**config.mk**
```make
export PLATFORM = sky130hd
export DESIGN_NAME = w5300_bus_ctrl_flat
export DESIGN_NICKNAME = d
export VERILOG_FILES = /design/src/rtl/w5300_bus_ctrl_if.sv /design/src/rtl/w5300_bus_ctrl.sv /design/src/flat_wrapper.sv
export SDC_FILE = /design/constraint.sdc
export NUM_CORES = 1
export LEC_CHECK = 0
export CORE_MARGIN = 8
export CORE_UTILIZATION = 30
export CTS_CLUSTER_DIAMETER = 80
export DETAILED_ROUTE_END_ITERATION = 7
export PLACE_DENSITY = 0.54
export SLEW_MARGIN = 5
export SYNTH_ARGS = -nofsm -noshare
export SYNTH_HDL_FRONTEND = slang
export SYNTH_SLANG_ARGS = --single-unit
```
**constraint.sdc**
```tcl
create_clock -name clk -period 2.58 [get_ports clk]
set_input_delay 0.516 -clock clk [delete_from_list [all_inputs] [get_ports clk]]
set_output_delay 0.516 -clock clk [all_outputs]
set_load 0.005 [all_outputs]
```
**src/rtl/w5300_bus_ctrl_if.sv**
```systemverilog
// w5300_bus_ctrl_if: command, write/read data and W5300 pad signals of the bus controller.
//   master : controller side (drives strobes, address, pad data, handshakes, irq)
//   slave  : environment side (command source, write data source, pad read data, /INT)
interface w5300_bus_ctrl_if #(
    parameter int DATA_W = 16,
    parameter int ADDR_W = 10,
    parameter int LEN_W  = 8
);
    logic              cmd_valid;
    logic              cmd_ready;
    logic              cmd_wr;
    logic              cmd_fixed;
    logic [ADDR_W-1:0] cmd_addr;
    logic [LEN_W-1:0]  cmd_len;
    logic [DATA_W-1:0] wr_data;
    logic              wr_valid;
    logic              wr_ready;
    logic [DATA_W-1:0] rd_data;
    logic              rd_valid;
    logic              done;
    logic [ADDR_W-1:0] bus_addr;
    logic [DATA_W-1:0] bus_data_o;
    logic              bus_data_oe;
    logic [DATA_W-1:0] bus_data_i;
    logic              bus_cs_n;
    logic              bus_rd_n;
    logic              bus_wr_n;
    logic              int_n;
    logic              irq;

    modport master (
        input  cmd_valid, cmd_wr, cmd_fixed, cmd_addr, cmd_len, wr_data, wr_valid, bus_data_i, int_n,
        output cmd_ready, wr_ready, rd_data, rd_valid, done, bus_addr, bus_data_o, bus_data_oe,
               bus_cs_n, bus_rd_n, bus_wr_n, irq
    );

    modport slave (
        output cmd_valid, cmd_wr, cmd_fixed, cmd_addr, cmd_len, wr_data, wr_valid, bus_data_i, int_n,
        input  cmd_ready, wr_ready, rd_data, rd_valid, done, bus_addr, bus_data_o, bus_data_oe,
               bus_cs_n, bus_rd_n, bus_wr_n, irq
    );
endinterface

```
**src/rtl/w5300_bus_ctrl.sv**
```systemverilog
// w5300_bus_ctrl: W5300 parallel bus master with timed setup/strobe/hold, bursts and /INT sync.
//   clk, rst_n (async active-low); b: w5300_bus_ctrl_if.master carrying the command port
//   (cmd_*), write data (wr_data/wr_valid/wr_ready), read data (rd_data/rd_valid), done,
//   the W5300 pad (bus_addr, bus_data_o/oe/i, bus_cs_n, bus_rd_n, bus_wr_n), int_n and irq.
//   Optional: define W5300_TURNAROUND_EN to release cs_n/oe for one clock between beats.
module w5300_bus_ctrl #(
    parameter int DATA_W     = 16,
    parameter int ADDR_W     = 10,
    parameter int SETUP_CYC  = 1,
    parameter int STROBE_CYC = 3,
    parameter int HOLD_CYC   = 1,
    parameter int LEN_W      = 8
) (
    input logic                clk,
    input logic                rst_n,
    w5300_bus_ctrl_if.master   b
);
    localparam int CMAX = (SETUP_CYC > STROBE_CYC) ? ((SETUP_CYC > HOLD_CYC) ? SETUP_CYC : HOLD_CYC)
                                                   : ((STROBE_CYC > HOLD_CYC) ? STROBE_CYC : HOLD_CYC);
    localparam int CW = $clog2(CMAX + 1);
    localparam logic [ADDR_W-1:0] AMASK = (DATA_W == 16) ? ~ADDR_W'(1) : '1;
    localparam logic [ADDR_W-1:0] STEP  = ADDR_W'(DATA_W / 8);

    typedef enum logic [2:0] {IDLE, WAIT_WD, SETUP, STROBE, HOLD, DONE, TURN} state_t;

    state_t            state;
    logic [CW-1:0]     cnt;
    logic [LEN_W-1:0]  beats;
    logic              wr_q;
    logic              fixed_q;
    logic [ADDR_W-1:0] addr_r;
    logic [DATA_W-1:0] data_o;
    logic [DATA_W-1:0] rd_data_r;
    logic              oe, cs_n, rd_n, wr_n;
    logic              rd_valid_r, wr_ready_r, done_r;
    logic              irq_s1, irq_r;

    assign b.cmd_ready   = state == IDLE;
    assign b.bus_addr    = addr_r;
    assign b.bus_data_o  = data_o;
    assign b.bus_data_oe = oe;
    assign b.bus_cs_n    = cs_n;
    assign b.bus_rd_n    = rd_n;
    assign b.bus_wr_n    = wr_n;
    assign b.rd_data     = rd_data_r;
    assign b.rd_valid    = rd_valid_r;
    assign b.wr_ready    = wr_ready_r;
    assign b.done        = done_r;
    assign b.irq         = irq_r;

    always_ff @(posedge clk or negedge rst_n) begin
        if (!rst_n) begin
            irq_s1 <= 1'b0;
            irq_r  <= 1'b0;
        end else begin
            irq_s1 <= ~b.int_n;
            irq_r  <= irq_s1;
        end
    end

    always_ff @(posedge clk or negedge rst_n) begin
        if (!rst_n) begin
            state      <= IDLE;
            cnt        <= '0;
            beats      <= '0;
            wr_q       <= 1'b0;
            fixed_q    <= 1'b0;
            addr_r     <= '0;
            data_o     <= '0;
            rd_data_r  <= '0;
            oe         <= 1'b0;
            cs_n       <= 1'b1;
            rd_n       <= 1'b1;
            wr_n       <= 1'b1;
            rd_valid_r <= 1'b0;
            wr_ready_r <= 1'b0;
            done_r     <= 1'b0;
        end else begin
            rd_valid_r <= 1'b0;
            wr_ready_r <= 1'b0;
            done_r     <= 1'b0;
            case (state)
                IDLE: if (b.cmd_valid) begin
                    wr_q    <= b.cmd_wr;
                    fixed_q <= b.cmd_fixed;
                    addr_r  <= b.cmd_addr & AMASK;
                    beats   <= b.cmd_len;
                    cnt     <= '0;
                    state   <= b.cmd_wr ? WAIT_WD : SETUP;
                    cs_n    <= b.cmd_wr;
                end
                WAIT_WD: if (b.wr_valid) begin
                    data_o     <= b.wr_data;
                    wr_ready_r <= 1'b1;
                    cs_n       <= 1'b0;
                    oe         <= 1'b1;
                    state      <= SETUP;
                end
                SETUP: if (cnt == CW'(SETUP_CYC - 1)) begin
                    cnt   <= '0;
                    state <= STROBE;
                    rd_n  <= wr_q;
                    wr_n  <= ~wr_q;
                end else begin
                    cnt <= cnt + 1'b1;
                end
                STROBE: if (cnt == CW'(STROBE_CYC - 1)) begin
                    cnt   <= '0;
                    state <= HOLD;
                    rd_n  <= 1'b1;
                    wr_n  <= 1'b1;
                    if (!wr_q) begin
                        rd_data_r  <= b.bus_data_i;
                        rd_valid_r <= 1'b1;
                    end
                end else begin
                    cnt <= cnt + 1'b1;
                end
                HOLD: if (cnt == CW'(HOLD_CYC - 1)) begin
                    cnt <= '0;
                    if (beats == '0) begin
                        state  <= DONE;
                        cs_n   <= 1'b1;
                        oe     <= 1'b0;
                        done_r <= 1'b1;
                    end else begin
                        beats <= beats - 1'b1;
                        if (!fixed_q)
                            addr_r <= (addr_r + STEP) & AMASK;
                        oe <= 1'b0;
`ifdef W5300_TURNAROUND_EN
                        state <= TURN;
                        cs_n  <= 1'b1;
`else
                        // reads keep cs_n low across beats; writes release it while waiting for data
                        state <= wr_q ? WAIT_WD : SETUP;
                        cs_n  <= wr_q;
`endif
                    end
                end else begin
                    cnt <= cnt + 1'b1;
                end
                TURN: begin
                    state <= wr_q ? WAIT_WD : SETUP;
                    cs_n  <= wr_q;
                end
                DONE: state <= IDLE;
                default: state <= IDLE;
            endcase
        end
    end
endmodule

```
**src/flat_wrapper.sv**
```systemverilog
// flat-port wrapper written by rule: the top's interface ports become plain ports
module w5300_bus_ctrl_flat 
#(
    parameter int DATA_W     = 16,
    parameter int ADDR_W     = 10,
    parameter int SETUP_CYC  = 1,
    parameter int STROBE_CYC = 3,
    parameter int HOLD_CYC   = 1,
    parameter int LEN_W      = 8
)
  (clk, rst_n, b_cmd_valid, b_cmd_wr, b_cmd_fixed, b_cmd_addr, b_cmd_len, b_wr_data, b_wr_valid, b_bus_data_i, b_int_n, b_cmd_ready, b_wr_ready, b_rd_data, b_rd_valid, b_done, b_bus_addr, b_bus_data_o, b_bus_data_oe, b_bus_cs_n, b_bus_rd_n, b_bus_wr_n, b_irq);
  w5300_bus_ctrl_if #(.DATA_W(DATA_W), .ADDR_W(ADDR_W), .LEN_W(LEN_W)) b_i ();
  input logic clk;
  input logic rst_n;
  input wire logic [$bits(b_i.cmd_valid)-1:0] b_cmd_valid;
  input wire logic [$bits(b_i.cmd_wr)-1:0] b_cmd_wr;
  input wire logic [$bits(b_i.cmd_fixed)-1:0] b_cmd_fixed;
  input wire logic [$bits(b_i.cmd_addr)-1:0] b_cmd_addr;
  input wire logic [$bits(b_i.cmd_len)-1:0] b_cmd_len;
  input wire logic [$bits(b_i.wr_data)-1:0] b_wr_data;
  input wire logic [$bits(b_i.wr_valid)-1:0] b_wr_valid;
  input wire logic [$bits(b_i.bus_data_i)-1:0] b_bus_data_i;
  input wire logic [$bits(b_i.int_n)-1:0] b_int_n;
  output wire logic [$bits(b_i.cmd_ready)-1:0] b_cmd_ready;
  output wire logic [$bits(b_i.wr_ready)-1:0] b_wr_ready;
  output wire logic [$bits(b_i.rd_data)-1:0] b_rd_data;
  output wire logic [$bits(b_i.rd_valid)-1:0] b_rd_valid;
  output wire logic [$bits(b_i.done)-1:0] b_done;
  output wire logic [$bits(b_i.bus_addr)-1:0] b_bus_addr;
  output wire logic [$bits(b_i.bus_data_o)-1:0] b_bus_data_o;
  output wire logic [$bits(b_i.bus_data_oe)-1:0] b_bus_data_oe;
  output wire logic [$bits(b_i.bus_cs_n)-1:0] b_bus_cs_n;
  output wire logic [$bits(b_i.bus_rd_n)-1:0] b_bus_rd_n;
  output wire logic [$bits(b_i.bus_wr_n)-1:0] b_bus_wr_n;
  output wire logic [$bits(b_i.irq)-1:0] b_irq;
  assign b_i.cmd_valid = b_cmd_valid;
  assign b_i.cmd_wr = b_cmd_wr;
  assign b_i.cmd_fixed = b_cmd_fixed;
  assign b_i.cmd_addr = b_cmd_addr;
  assign b_i.cmd_len = b_cmd_len;
  assign b_i.wr_data = b_wr_data;
  assign b_i.wr_valid = b_wr_valid;
  assign b_i.bus_data_i = b_bus_data_i;
  assign b_i.int_n = b_int_n;
  assign b_cmd_ready = b_i.cmd_ready;
  assign b_wr_ready = b_i.wr_ready;
  assign b_rd_data = b_i.rd_data;
  assign b_rd_valid = b_i.rd_valid;
  assign b_done = b_i.done;
  assign b_bus_addr = b_i.bus_addr;
  assign b_bus_data_o = b_i.bus_data_o;
  assign b_bus_data_oe = b_i.bus_data_oe;
  assign b_bus_cs_n = b_i.bus_cs_n;
  assign b_bus_rd_n = b_i.bus_rd_n;
  assign b_bus_wr_n = b_i.bus_wr_n;
  assign b_irq = b_i.irq;
  w5300_bus_ctrl #(.DATA_W(DATA_W), .ADDR_W(ADDR_W), .SETUP_CYC(SETUP_CYC), .STROBE_CYC(STROBE_CYC), .HOLD_CYC(HOLD_CYC), .LEN_W(LEN_W)) u_core (.clk(clk), .rst_n(rst_n), .b(b_i));
endmodule
```
==> metrics.txt <==
worst vdd ir=0.000451 V; switching part of the total=0.340; simple-gate area share of the yosys netlist=0.132; most numerous cell in the Yosys netlist=dfrtp_1; internal cell power=0.00324 W; Chip Height=120 um; Bufs and invs on worst path=1; largest area contributor in the synthesized netlist=dfrtp_1; port bufs=105; number of global-route vias before repair=2860; top cells by count, synth=62 x dfrtp_1, 36 x mux2_2, 20 x o21ai_0; Setup TNS Final=0 ns; Critical Path Fanout Max=7; htree depth=3; max-cap violations=0; clock power share=0.159; fmax=439 MHz; Syn Area/Cell=~11 um^2; pin count of the biggest net entering global routing=41; Tcrit/Tclk final=0.883; slowest stage cell, crit path=clkdlybuf4s50_1; DR WL/cell=16.1 um; First-pass DRT Iterations=4; DR iter-0 viols=181; gpl congestion=0.819; required time worst endpoint=2.06 ns; final setup vio count=0; sequential power share=0.382; xor-xnor portion of the synthesized cell area=0; final WL=8900 um; Overflow after GRT=0; die area=approximately 14000 um^2; post-synthesis mux area share=0.135; FFs w/ async S/R, synth=1.00; top post-synthesis cells by area=dfrtp_1 48%, mux2_2 12%, o21ai_0 3.1%, dfstp_2 2.4%, ha_1 2.3%; Netlist Area Pre-Place=approximately 3300 um^2; critical path launch point type=register; I/O pin count=roughly 110; Leakage=~1.9 nW; Worst-Margin Slew=0.831 ns; first-pass GRT wire length=14600 um; total number of vias=2688; total CTS buffers=9; relative slew slack=0.446; fin crit period=~2.3 ns; WP data arrival=1.76 ns; pwr/cell area=1050 nW/um^2; RSZ-0062 raised after global routing=no; CTS max path bufs=2; ys flop type=dfrtp_1; status=finished clean; Setup crit end kind=primary output; WS Path Type=reg -> out; hold_buf cts=0; Synth top area share=0.477; Core ar.=10700 um^2; clk slew on worst S/H paths=around 0.08 ns; vias per cell=~4.9; clock sinks=65; critical path's largest stage delay=0.55 ns; worst hold path type=in -> async; Slew Viols, Final=0; combinational share of power=0.459; initial core utilization=0.304; sequential area share after synthesis=0.501; ANT cells=0; nets@finish=~470; CTS root buffer=clkbuf_8; switching power=0.00167 W; final cell count without fillers=553; yosys warns=0; Post-synth EDFFs=0; share of post-route cells with drive strength above 1=0.196; Clock Skew=roughly 0.0064 ns; PostCTS Resize Cnt=0; placed instance count=537; clock insertion delay at the later pin of the skew report=between 0.3 and 0.4 ns; Post-Syn Nets=360; Unique masters post-synth=59; flops & latches, synth=65; Layout area overhead=43.3%; DIE WIDTH=around 120 um; CTS tree=yes; DPL Wire Length=approximately 6500 um; ANT nets after route=0; crit-path cells=or2_1 -> nor2_1 -> clkdlybuf4s50_1; Residual DRC=0; initial antenna violation count=0; Top Family by Delay on Critical Path=buffers and inverters; adder-cell share of the synthesized area=0.0231; num rows=38; Mapped Cells=297; post-CTS setup repair buffer count=0; GRT Total Usage=0.127; complex-gate fraction of the synthesized area=0.160; endpoints failing hold=0; largest family of logic cells by synthesized area=compound AO/OA/AOI/OAI gates
worst reg2reg max path, cell delays in order (launching register included):
cell	delay, ns
dfrtp_1	0.41
inv_1	0.09
ha_1	0.24
nor4b_2	0.41
nand3_1	0.30
nand2_2	0.26
mux2_1	0.33
power by group through the flow:
stage / clock network (W) / logic, W / registers [W]
global route: 0.000855 / 0.00249 / 0.00195
global placement: 0 / 0.00226 / 0.00187
CTS: 0.000816 / 0.00230 / 0.00188
detailed placement: 0 / 0.00228 / 0.00189
finish: 0.000779 / 0.00226 / 0.00188
floorplan: 0 / 0.00115 / 0.00184
cell type report:
type / count / area [um^2]
well taps: 140 / 175
multi-input cells: 200 / 1470
fillers: 1060 / 6030
repair buffers: 119 / 1160
clock inverters: 5 / 32.5
inverters: 13 / 48.8
clock buffers: 11 / 141
flip-flops and latches: 65 / 1630
placed cells by master, fill, tap and decap left out, drive strengths merged, types with 4 or more instances in the layout:
cell,instances
inv,13
a21oi,12
nand2b,4
clkdlybuf4s50,104
nor3,7
nor2,20
clkbuf,11
buf,15
o31ai,4
a31oi,6
nand3,9
ha,6
o21ai,20
nand2,15
and3,4
dfrtp,62
a2bb2oi,7
mux2,38
o22ai,6
registers in the layout (all words and copies together) (netlist names):
name,count
u_core.b.bus_data_o,16
u_core.b.bus_wr_n,1
u_core.wr_q,1
u_core.b.bus_cs_n,1
u_core.cnt,2
u_core.b.bus_addr,9
u_core.b.bus_data_oe,1
u_core.b.rd_valid,1
u_core.irq_s1,1
u_core.b.bus_rd_n,1
u_core.state,3
u_core.beats,8
u_core.fixed_q,1
u_core.b.wr_ready,1
u_core.b.done,1
u_core.b.rd_data,16
u_core.b.irq,1
path summary, 6_finish.rpt:
check / start / endpoint / slack, ns / cells after the start
setup / recovery: u_core.state[0] / b_cmd_ready / 0.30 / 3
hold / removal: rst_n / u_core.b.rd_data[5] / 0.20 / 1
setup reg to reg: u_core.beats[0] / u_core.beats[1] / 0.42 / 6
hold reg to reg: u_core.irq_s1 / u_core.b.irq / 0.36 / 0
max in group asynchronous: rst_n / u_core.b.bus_cs_n / 1.68 / 2
min in group clk: u_core.irq_s1 / u_core.b.irq / 0.36 / 0
cell families (layout without fill, tap and decap cells):
| group | after synthesis | in the layout |
|---|---|---|
| fa+ha+maj | 6 | 6 |
| buf+inv | 32 | 148 |
| compound gates | 76 | 76 |
| mux | 39 | 39 |
| simple gates | 78 | 78 |
| flops | 65 | 65 |
| other cells | 1 | 1 |
through the flow:
| stage | utilization | instance area [um^2] | hold slack [ns] | power (W) | setup WS [ns] |
|---|---|---|---|---|---|
| 3_3_place_gp | 0.420 | 4490 | 0.333 | 0.00413 | 0.297 |
| 2_1_floorplan | - | 3250 | 0.220 | 0.00299 | 0.781 |
| 6_report | 0.436 | 4660 | 0.201 | 0.00491 | 0.303 |
| 4_1_cts | 0.436 | 4660 | 0.207 | 0.00499 | 0.278 |
| 5_1_grt | 0.436 | 4660 | 0.243 | 0.00530 | 0.210 |
| 3_5_place_dp | 0.420 | 4490 | 0.353 | 0.00417 | 0.264 |
per-layer routing:
| metal | track usage | vias up | wire [um] |
|---|---|---|---|
| met4 | 0.0406 | 0 | 52 |
| met3 | 0.0728 | 4 | 1020 |
| met1 | 0.151 | 1286 | 3910 |
| met5 | 0 | - | 0 |
| met2 | 0.188 | 96 | 3910 |
| li1 | - | 1302 | - |
No activity file was read; power rests on OpenSTA's default activity.
